`src/rtl/mips_multicycle_core.sv`:
```
// ---------------------------------------------------------------------------
// mips_multicycle_core
//
// Multicycle MIPS core that shares one unified memory port between instruction
// fetch and data access. An FSM steps each instruction through fetch, decode,
// execute, memory and writeback. Any number of memory wait states may be
// inserted through the MemReq/MemReady handshake.
//
// Parameters:
//   PC_RESET    program counter value loaded on reset
//   ADDR_WIDTH  width of MemAddr (low bits of the byte address)
//
// Ports:
//   CLOCK     in   sole clock, rising edge
//   RESET     in   synchronous active-high reset
//   MemReq    out  memory access request
//   MemWE     out  1 = write, 0 = read (meaningful only with MemReq)
//   MemAddr   out  word-aligned byte address
//   MemWD     out  store data
//   MemRD     in   load / fetch data, valid while MemReady=1
//   MemReady  in   access completes on an edge with MemReq=1 and MemReady=1
//   PC        out  current program counter
//   Halted    out  core stopped on an unsupported instruction
//   Retired   out  completed-instruction counter (wraps)
//
// Configuration macro:
//   MIPS_MC_BNE_EN  when defined, opcode 0x05 (bne) is decoded as a branch
//                   with an inverted compare; otherwise it halts the core.
// ---------------------------------------------------------------------------
module mips_multicycle_core #(
   parameter logic [31:0] PC_RESET   = 32'h0000_0000,
   parameter int          ADDR_WIDTH = 32
) (
   input  logic                  CLOCK,
   input  logic                  RESET,
   output logic                  MemReq,
   output logic                  MemWE,
   output logic [ADDR_WIDTH-1:0] MemAddr,
   output logic [31:0]           MemWD,
   input  logic [31:0]           MemRD,
   input  logic                  MemReady,
   output logic [31:0]           PC,
   output logic                  Halted,
   output logic [31:0]           Retired
);

   localparam logic [5:0] OP_RTYPE = 6'h00;
   localparam logic [5:0] OP_J     = 6'h02;
   localparam logic [5:0] OP_BEQ   = 6'h04;
`ifdef MIPS_MC_BNE_EN
   localparam logic [5:0] OP_BNE   = 6'h05;
`endif
   localparam logic [5:0] OP_ADDI  = 6'h08;
   localparam logic [5:0] OP_LW    = 6'h23;
   localparam logic [5:0] OP_SW    = 6'h2B;

   localparam logic [5:0] FN_ADD = 6'h20;
   localparam logic [5:0] FN_SUB = 6'h22;
   localparam logic [5:0] FN_AND = 6'h24;
   localparam logic [5:0] FN_OR  = 6'h25;
   localparam logic [5:0] FN_SLT = 6'h2A;

   typedef enum logic [3:0] {
      S_FETCH,
      S_DECODE,
      S_MEMADR,
      S_MEMRD,
      S_MEMWB,
      S_MEMWR,
      S_EXEC,
      S_ALUWB,
      S_ADDIEX,
      S_ADDIWB,
      S_BRANCH,
      S_JUMP,
      S_HALT
   } state_t;

   state_t      state;
   state_t      next_state;

   logic [31:0] pc_q;
   logic [31:0] ir_q;
   logic [31:0] mdr_q;
   logic [31:0] a_q;
   logic [31:0] b_q;
   logic [31:0] alu_out_q;
   logic [31:0] retired_q;
   logic [31:0] regs [32];

   logic [5:0]  opcode;
   logic [4:0]  rs;
   logic [4:0]  rt;
   logic [4:0]  rd;
   logic [5:0]  funct;
   logic [31:0] sign_imm;
   logic        funct_ok;
   logic [31:0] rf_a;
   logic [31:0] rf_b;
   logic [31:0] alu_result;
   logic        branch_taken;

   logic        mem_req;
   logic        mem_we;
   logic [31:0] mem_addr_full;
   logic [31:0] mem_wd;
   logic        rf_we;
   logic [4:0]  rf_waddr;
   logic [31:0] rf_wdata;
   logic        retire;

   assign opcode   = ir_q[31:26];
   assign rs       = ir_q[25:21];
   assign rt       = ir_q[20:16];
   assign rd       = ir_q[15:11];
   assign funct    = ir_q[5:0];
   assign sign_imm = {{16{ir_q[15]}}, ir_q[15:0]};

   assign funct_ok = (funct == FN_ADD) || (funct == FN_SUB) || (funct == FN_AND) ||
                     (funct == FN_OR)  || (funct == FN_SLT);

   assign rf_a = (rs == 5'd0) ? 32'd0 : regs[rs];
   assign rf_b = (rt == 5'd0) ? 32'd0 : regs[rt];

   // R-type ALU operating on the A/B operand registers latched in DECODE.
   // slt is a signed compare; unsupported functs never reach EXEC.
   always_comb begin
      alu_result = 32'd0;
      case (funct)
         FN_ADD:  alu_result = a_q + b_q;
         FN_SUB:  alu_result = a_q - b_q;
         FN_AND:  alu_result = a_q & b_q;
         FN_OR:   alu_result = a_q | b_q;
         FN_SLT:  alu_result = ($signed(a_q) < $signed(b_q)) ? 32'd1 : 32'd0;
         default: alu_result = 32'd0;
      endcase
   end

`ifdef MIPS_MC_BNE_EN
   assign branch_taken = (opcode == OP_BNE) ? (a_q != b_q) : (a_q == b_q);
`else
   assign branch_taken = (a_q == b_q);
`endif

   // State register. RESET abandons whatever the FSM was doing, including a
   // memory access that is still waiting for MemReady.
   always_ff @(posedge CLOCK) begin
      if (RESET) begin
         state <= S_FETCH;
      end else begin
         state <= next_state;
      end
   end

   // Next-state and control decode. The memory request, register-file write
   // and retire strobe all come from here; memory states only advance when
   // MemReady is seen, which holds the request stable through wait states.
   always_comb begin
      next_state    = state;
      mem_req       = 1'b0;
      mem_we        = 1'b0;
      mem_addr_full = 32'd0;
      mem_wd        = 32'd0;
      rf_we         = 1'b0;
      rf_waddr      = 5'd0;
      rf_wdata      = 32'd0;
      retire        = 1'b0;
      case (state)
         S_FETCH: begin
            mem_req       = 1'b1;
            mem_addr_full = pc_q;
            if (MemReady) begin
               next_state = S_DECODE;
            end
         end
         S_DECODE: begin
            case (opcode)
               OP_LW, OP_SW: next_state = S_MEMADR;
               OP_RTYPE:     next_state = funct_ok ? S_EXEC : S_HALT;
               OP_BEQ:       next_state = S_BRANCH;
`ifdef MIPS_MC_BNE_EN
               OP_BNE:       next_state = S_BRANCH;
`endif
               OP_ADDI:      next_state = S_ADDIEX;
               OP_J:         next_state = S_JUMP;
               default:      next_state = S_HALT;
            endcase
         end
         S_MEMADR: begin
            next_state = (opcode == OP_LW) ? S_MEMRD : S_MEMWR;
         end
         S_MEMRD: begin
            mem_req       = 1'b1;
            mem_addr_full = alu_out_q;
            if (MemReady) begin
               next_state = S_MEMWB;
            end
         end
         S_MEMWB: begin
            rf_we      = 1'b1;
            rf_waddr   = rt;
            rf_wdata   = mdr_q;
            retire     = 1'b1;
            next_state = S_FETCH;
         end
         S_MEMWR: begin
            mem_req       = 1'b1;
            mem_we        = 1'b1;
            mem_addr_full = alu_out_q;
            mem_wd        = b_q;
            if (MemReady) begin
               retire     = 1'b1;
               next_state = S_FETCH;
            end
         end
         S_EXEC: begin
            next_state = S_ALUWB;
         end
         S_ALUWB: begin
            rf_we      = 1'b1;
            rf_waddr   = rd;
            rf_wdata   = alu_out_q;
            retire     = 1'b1;
            next_state = S_FETCH;
         end
         S_ADDIEX: begin
            next_state = S_ADDIWB;
         end
         S_ADDIWB: begin
            rf_we      = 1'b1;
            rf_waddr   = rt;
            rf_wdata   = alu_out_q;
            retire     = 1'b1;
            next_state = S_FETCH;
         end
         S_BRANCH, S_JUMP: begin
            retire     = 1'b1;
            next_state = S_FETCH;
         end
         S_HALT: begin
            next_state = S_HALT;
         end
         default: begin
            next_state = S_FETCH;
         end
      endcase
   end

   // Datapath registers: PC, IR, MDR, A, B, ALUOut and the retire counter.
   // DECODE always precomputes the branch target into ALUOut so BRANCH only
   // has to pick it up.
   always_ff @(posedge CLOCK) begin
      if (RESET) begin
         pc_q      <= PC_RESET;
         ir_q      <= 32'd0;
         mdr_q     <= 32'd0;
         a_q       <= 32'd0;
         b_q       <= 32'd0;
         alu_out_q <= 32'd0;
         retired_q <= 32'd0;
      end else begin
         case (state)
            S_FETCH: begin
               if (MemReady) begin
                  ir_q <= MemRD;
                  pc_q <= pc_q + 32'd4;
               end
            end
            S_DECODE: begin
               a_q       <= rf_a;
               b_q       <= rf_b;
               alu_out_q <= pc_q + (sign_imm << 2);
            end
            S_MEMADR, S_ADDIEX: begin
               alu_out_q <= a_q + sign_imm;
            end
            S_MEMRD: begin
               if (MemReady) begin
                  mdr_q <= MemRD;
               end
            end
            S_EXEC: begin
               alu_out_q <= alu_result;
            end
            S_BRANCH: begin
               if (branch_taken) begin
                  pc_q <= alu_out_q;
               end
            end
            S_JUMP: begin
               pc_q <= {pc_q[31:28], ir_q[25:0], 2'b00};
            end
            default: begin
            end
         endcase
         if (retire) begin
            retired_q <= retired_q + 32'd1;
         end
      end
   end

   // Register file: written on the writeback edge, cleared by RESET.
   // Writes to $0 are dropped so it always reads back as zero.
   always_ff @(posedge CLOCK) begin
      if (RESET) begin
         for (int i = 0; i < 32; i++) begin
            regs[i] <= 32'd0;
         end
      end else if (rf_we && (rf_waddr != 5'd0)) begin
         regs[rf_waddr] <= rf_wdata;
      end
   end

   // The memory port is forced idle while RESET is high so that an access in
   // flight is dropped immediately.
   assign MemReq  = mem_req & ~RESET;
   assign MemWE   = mem_we & ~RESET;
   assign MemAddr = RESET ? '0 : mem_addr_full[ADDR_WIDTH-1:0];
   assign MemWD   = RESET ? 32'd0 : mem_wd;
   assign PC      = pc_q;
   assign Halted  = (state == S_HALT);
   assign Retired = retired_q;

endmodule

```
`config.mk`:
```
export PLATFORM = sky130hd
export DESIGN_NAME = mips_multicycle_core
export DESIGN_NICKNAME = d
export VERILOG_FILES = /design/src/rtl/mips_multicycle_core.sv
export SDC_FILE = /design/constraint.sdc
export NUM_CORES = 2
export LEC_CHECK = 0
export BUFFER_PORTS_ARGS = -buffer_cell sky130_fd_sc_hd__clkbuf_2
export CAP_MARGIN = 20
export CORE_UTILIZATION = 51
export CTS_CLUSTER_DIAMETER = 150
export DETAILED_ROUTE_END_ITERATION = 8
export GPL_TIMING_DRIVEN = 1
export PLACE_DENSITY = 0.71
export SLEW_MARGIN = 30
export SYNTH_ARGS = -nofsm -noshare
export SYNTH_HDL_FRONTEND = slang
export SYNTH_SLANG_ARGS = --single-unit
```
`constraint.sdc`:
```
create_clock -name CLOCK -period 5.6 [get_ports CLOCK]
set_clock_uncertainty 0.05 [all_clocks]
set_input_delay 0.84 -clock CLOCK [delete_from_list [all_inputs] [get_ports CLOCK]]
set_output_delay 0.84 -clock CLOCK [all_outputs]
set_load 0.02 [all_outputs]
```
==> run summary <==
outcome: finished clean
Floorplan Core Area: 136000 µm²
Die Span X: 373 µm
reg2reg setup slack: 1.31 ns
count leader, synth: nor2_1
Area contributors post-synth: edfxtp_1 44%, mux4_2 21%, nor2_1 7.5%
clk slew on worst S/H paths: 0.06 ns
Synth async-reset ratio: 0%
EDFF count, synth: 1024
unrepaired setup endpoints after global routing: false
YS warnings: 0
later-pin clock latency in the skew report: 0.79 ns
total number of vias: 53100
# DRC: 0
Setup TNS: 0 ns
number of global-route vias before repair: 51400
area delta synth->final: 11.5%
crit path launch type: flip-flop
sw power: 8.80 mW
Initial DRC Count: 7844
io pins: 166
Pint: 18.5 mW
post_cts resized: 0
Yosys top cell area share: 43.9%
power per cell area: 350 nW/µm²
area leader, netlist: edfxtp_1
antenna viol nets, final: 0
Critical Path AT: 3.45 ns
Post-CTS Hold Buffers: 0
pre-CTS setup slack: 1.45 ns
GPL Wtd Cong: 0.997
Congestion Overflow GR: 0
Sw Ratio: 32.2%
Synth cell types: 76
mean routed wirelength per cell: 32.7 µm
port buffer count: 165
Finished Layout Cells: 7717
Combinational Power Share: 24.5%
GR Util All Layers: 36.0%
Max Cap Viol: 0
Seq/Total Area, Yosys: 50.7%
Cells after Synth: 5806
H-Tree Depth: 4
first-pass GRT wire length: 360000 µm
crit path capture type: primary output
dpl cells: 7471
min Tclk post-route: 4.34 ns
setup bufs post-CTS: 0
nets: 6042
Clock Tree Root: clkbuf_16
mean post-synth cell area: 12.1 µm²
Die Y: 373 µm
Synth Register Bits: 1262
final wirelength: 252000 µm
leak pwr: 25.8 nW
fraction of layout cells with a size suffix above 1: 22.4%
initial antenna violation count: 5
final worst path period share: 77.5%
fill count: 10700
fin. max-slew vios: 0
Total Power: 27.3 mW
Worst EP required: 4.71 ns
CTS tree: built
FP Rows: 135
Post-Syn Area: 70100 µm²
CTS buffer count: 138
Rel. slew slack: 22.2%
largest net degree at the start of global routing: 105
fmax: 231 MHz
die area: 139000 µm²
CTS Buffer Depth: 3
Clock power frac: 33.9%
setup ws final: 1.26 ns
Vias/cell: 6.88
HPWL Detailed: 167000 µm
Worst VDD drop: 0.324 mV
Final Setup Violations: 0
Final Hold Viols: 0
top_reg_cell synth: edfxtp_1
slew at the pin with the worst max-slew slack: 1.16 ns
Worst Setup Path Type: flip-flop to primary output
starting density of the core: 51.6%
First-pass DRT Iterations: 9
Sequential Power Share: 41.6%
most frequent cells after synthesis: 1396 x nor2_1, 1024 x edfxtp_1, 640 x mux4_2, 451 x clkbuf_1, 320 x nand2_1
critical path peak fanout: 40
area taken by multi-input logic gates: 32700 µm²
class of the worst hold path: input port to flip-flop
clock sinks: 1262
register area: 35500 µm²
## registers in the layout, summed over array words and instances, names as in the netlist, named ones only
signal,flops
regs,1024
b_q,32
PC,32
Retired,32
mdr_q,32
ir_q,32
a_q,32
state,4
alu_out_q,32
## layer usage
layer | wire length, µm | track usage, % | part of all wire [%]
met2 | 113000 | 53.9 | 45
met1 | 85700 | 44.6 | 34
met5 | 50 | 0 | 0.020
met4 | 20400 | 25.5 | 8.1
met3 | 33600 | 11.0 | 13
## logic make-up (layout without fill, tap and decap cells)
logic type | count (synthesis) | count (layout) | synth area share [%]
DFF | 1262 | 1262 | 50.7
buffers and inverters | 638 | 735 | 3.43
muxes | 713 | 713 | 21.6
AOI/OAI and AO/OA | 847 | 847 | 7.66
other | 1 | 34 | 0.00535
xor gates and xnor gates | 104 | 104 | 1.30
and+or+nand+nor | 2064 | 2064 | 12.1
adders and majority gates | 177 | 177 | 3.20
## metrics by stage
stage	hold slack (ns)	area, µm²	utilization [%]
2_1_floorplan	0.387	70200	-
3_3_place_gp	0.403	73600	54.1
3_5_place_dp	0.409	73700	54.2
4_1_cts	0.201	78200	57.5
5_1_grt	0.233	78200	57.5
6_report	0.242	78200	57.5
## path summary, 6_finish.rpt
path	start	cells after the start	to
max	state[2]$_SDFFE_PP0P_	4	MemWD[27]
min	MemRD[12]	3	mdr_q[12]$_SDFFE_PP0P_
max reg2reg	ir_q[0]$_SDFFE_PP0P_	11	alu_out_q[22]$_SDFFE_PP0P_
min reg2reg	mdr_q[18]$_SDFFE_PP0P_	2	mdr_q[18]$_SDFFE_PP0P_
## cell type report
type,instances,share of cell area (%)
flip-flops and latches,1262,45.5
clock inverters,67,0.875
multi-input cells,3937,41.8
clock buffers,177,4.90
well taps,1781,2.85
diodes,2,0.00640
inverters,118,0.567
repair buffers,373,3.55
## worst max-delay path, cell delays in order, from the launching register on
cell and delay (ns):
dfxtp_1 0.69, nand2b_2 0.25, buf_4 0.38, nor4_1 1.00
clkbuf_2 0.33
## cells in the final DEF, fill, tap and decap left out, types with 41 or more instances in the layout
cell type / synthesis / routed
mux4_2: 640 / 640
dfxtp_1: 238 / 227
nand3_1: 64 / 64
inv_1: 118 / 118
clkbuf_2: 0 / 164
xor2_1: 41 / 41
nor3_1: 70 / 64
clkbuf_16: 0 / 144
mux2i_1: 72 / 69
a21oi_1: 313 / 313
ha_1: 173 / 173
buf_4: 0 / 177
xnor2_1: 63 / 63
o21ai_0: 134 / 132
nor4_1: 49 / 46
nor2_1: 1396 / 1394
nand2_1: 320 / 306
edfxtp_1: 1024 / 1024
a22oi_1: 89 / 57
## power groups by stage
| stage | logic [mW] | clock network [mW] | registers, mW |
|---|---|---|---|
| floorplan | 4.27 | 0 | 11.0 |
| global placement | 6.40 | 0 | 11.5 |
| detailed placement | 6.46 | 0 | 11.5 |
| CTS | 6.49 | 9.30 | 11.3 |
| global route | 6.91 | 9.65 | 11.4 |
| finish | 6.69 | 9.27 | 11.4 |
Note: power is estimated with default switching activity, not from simulation.
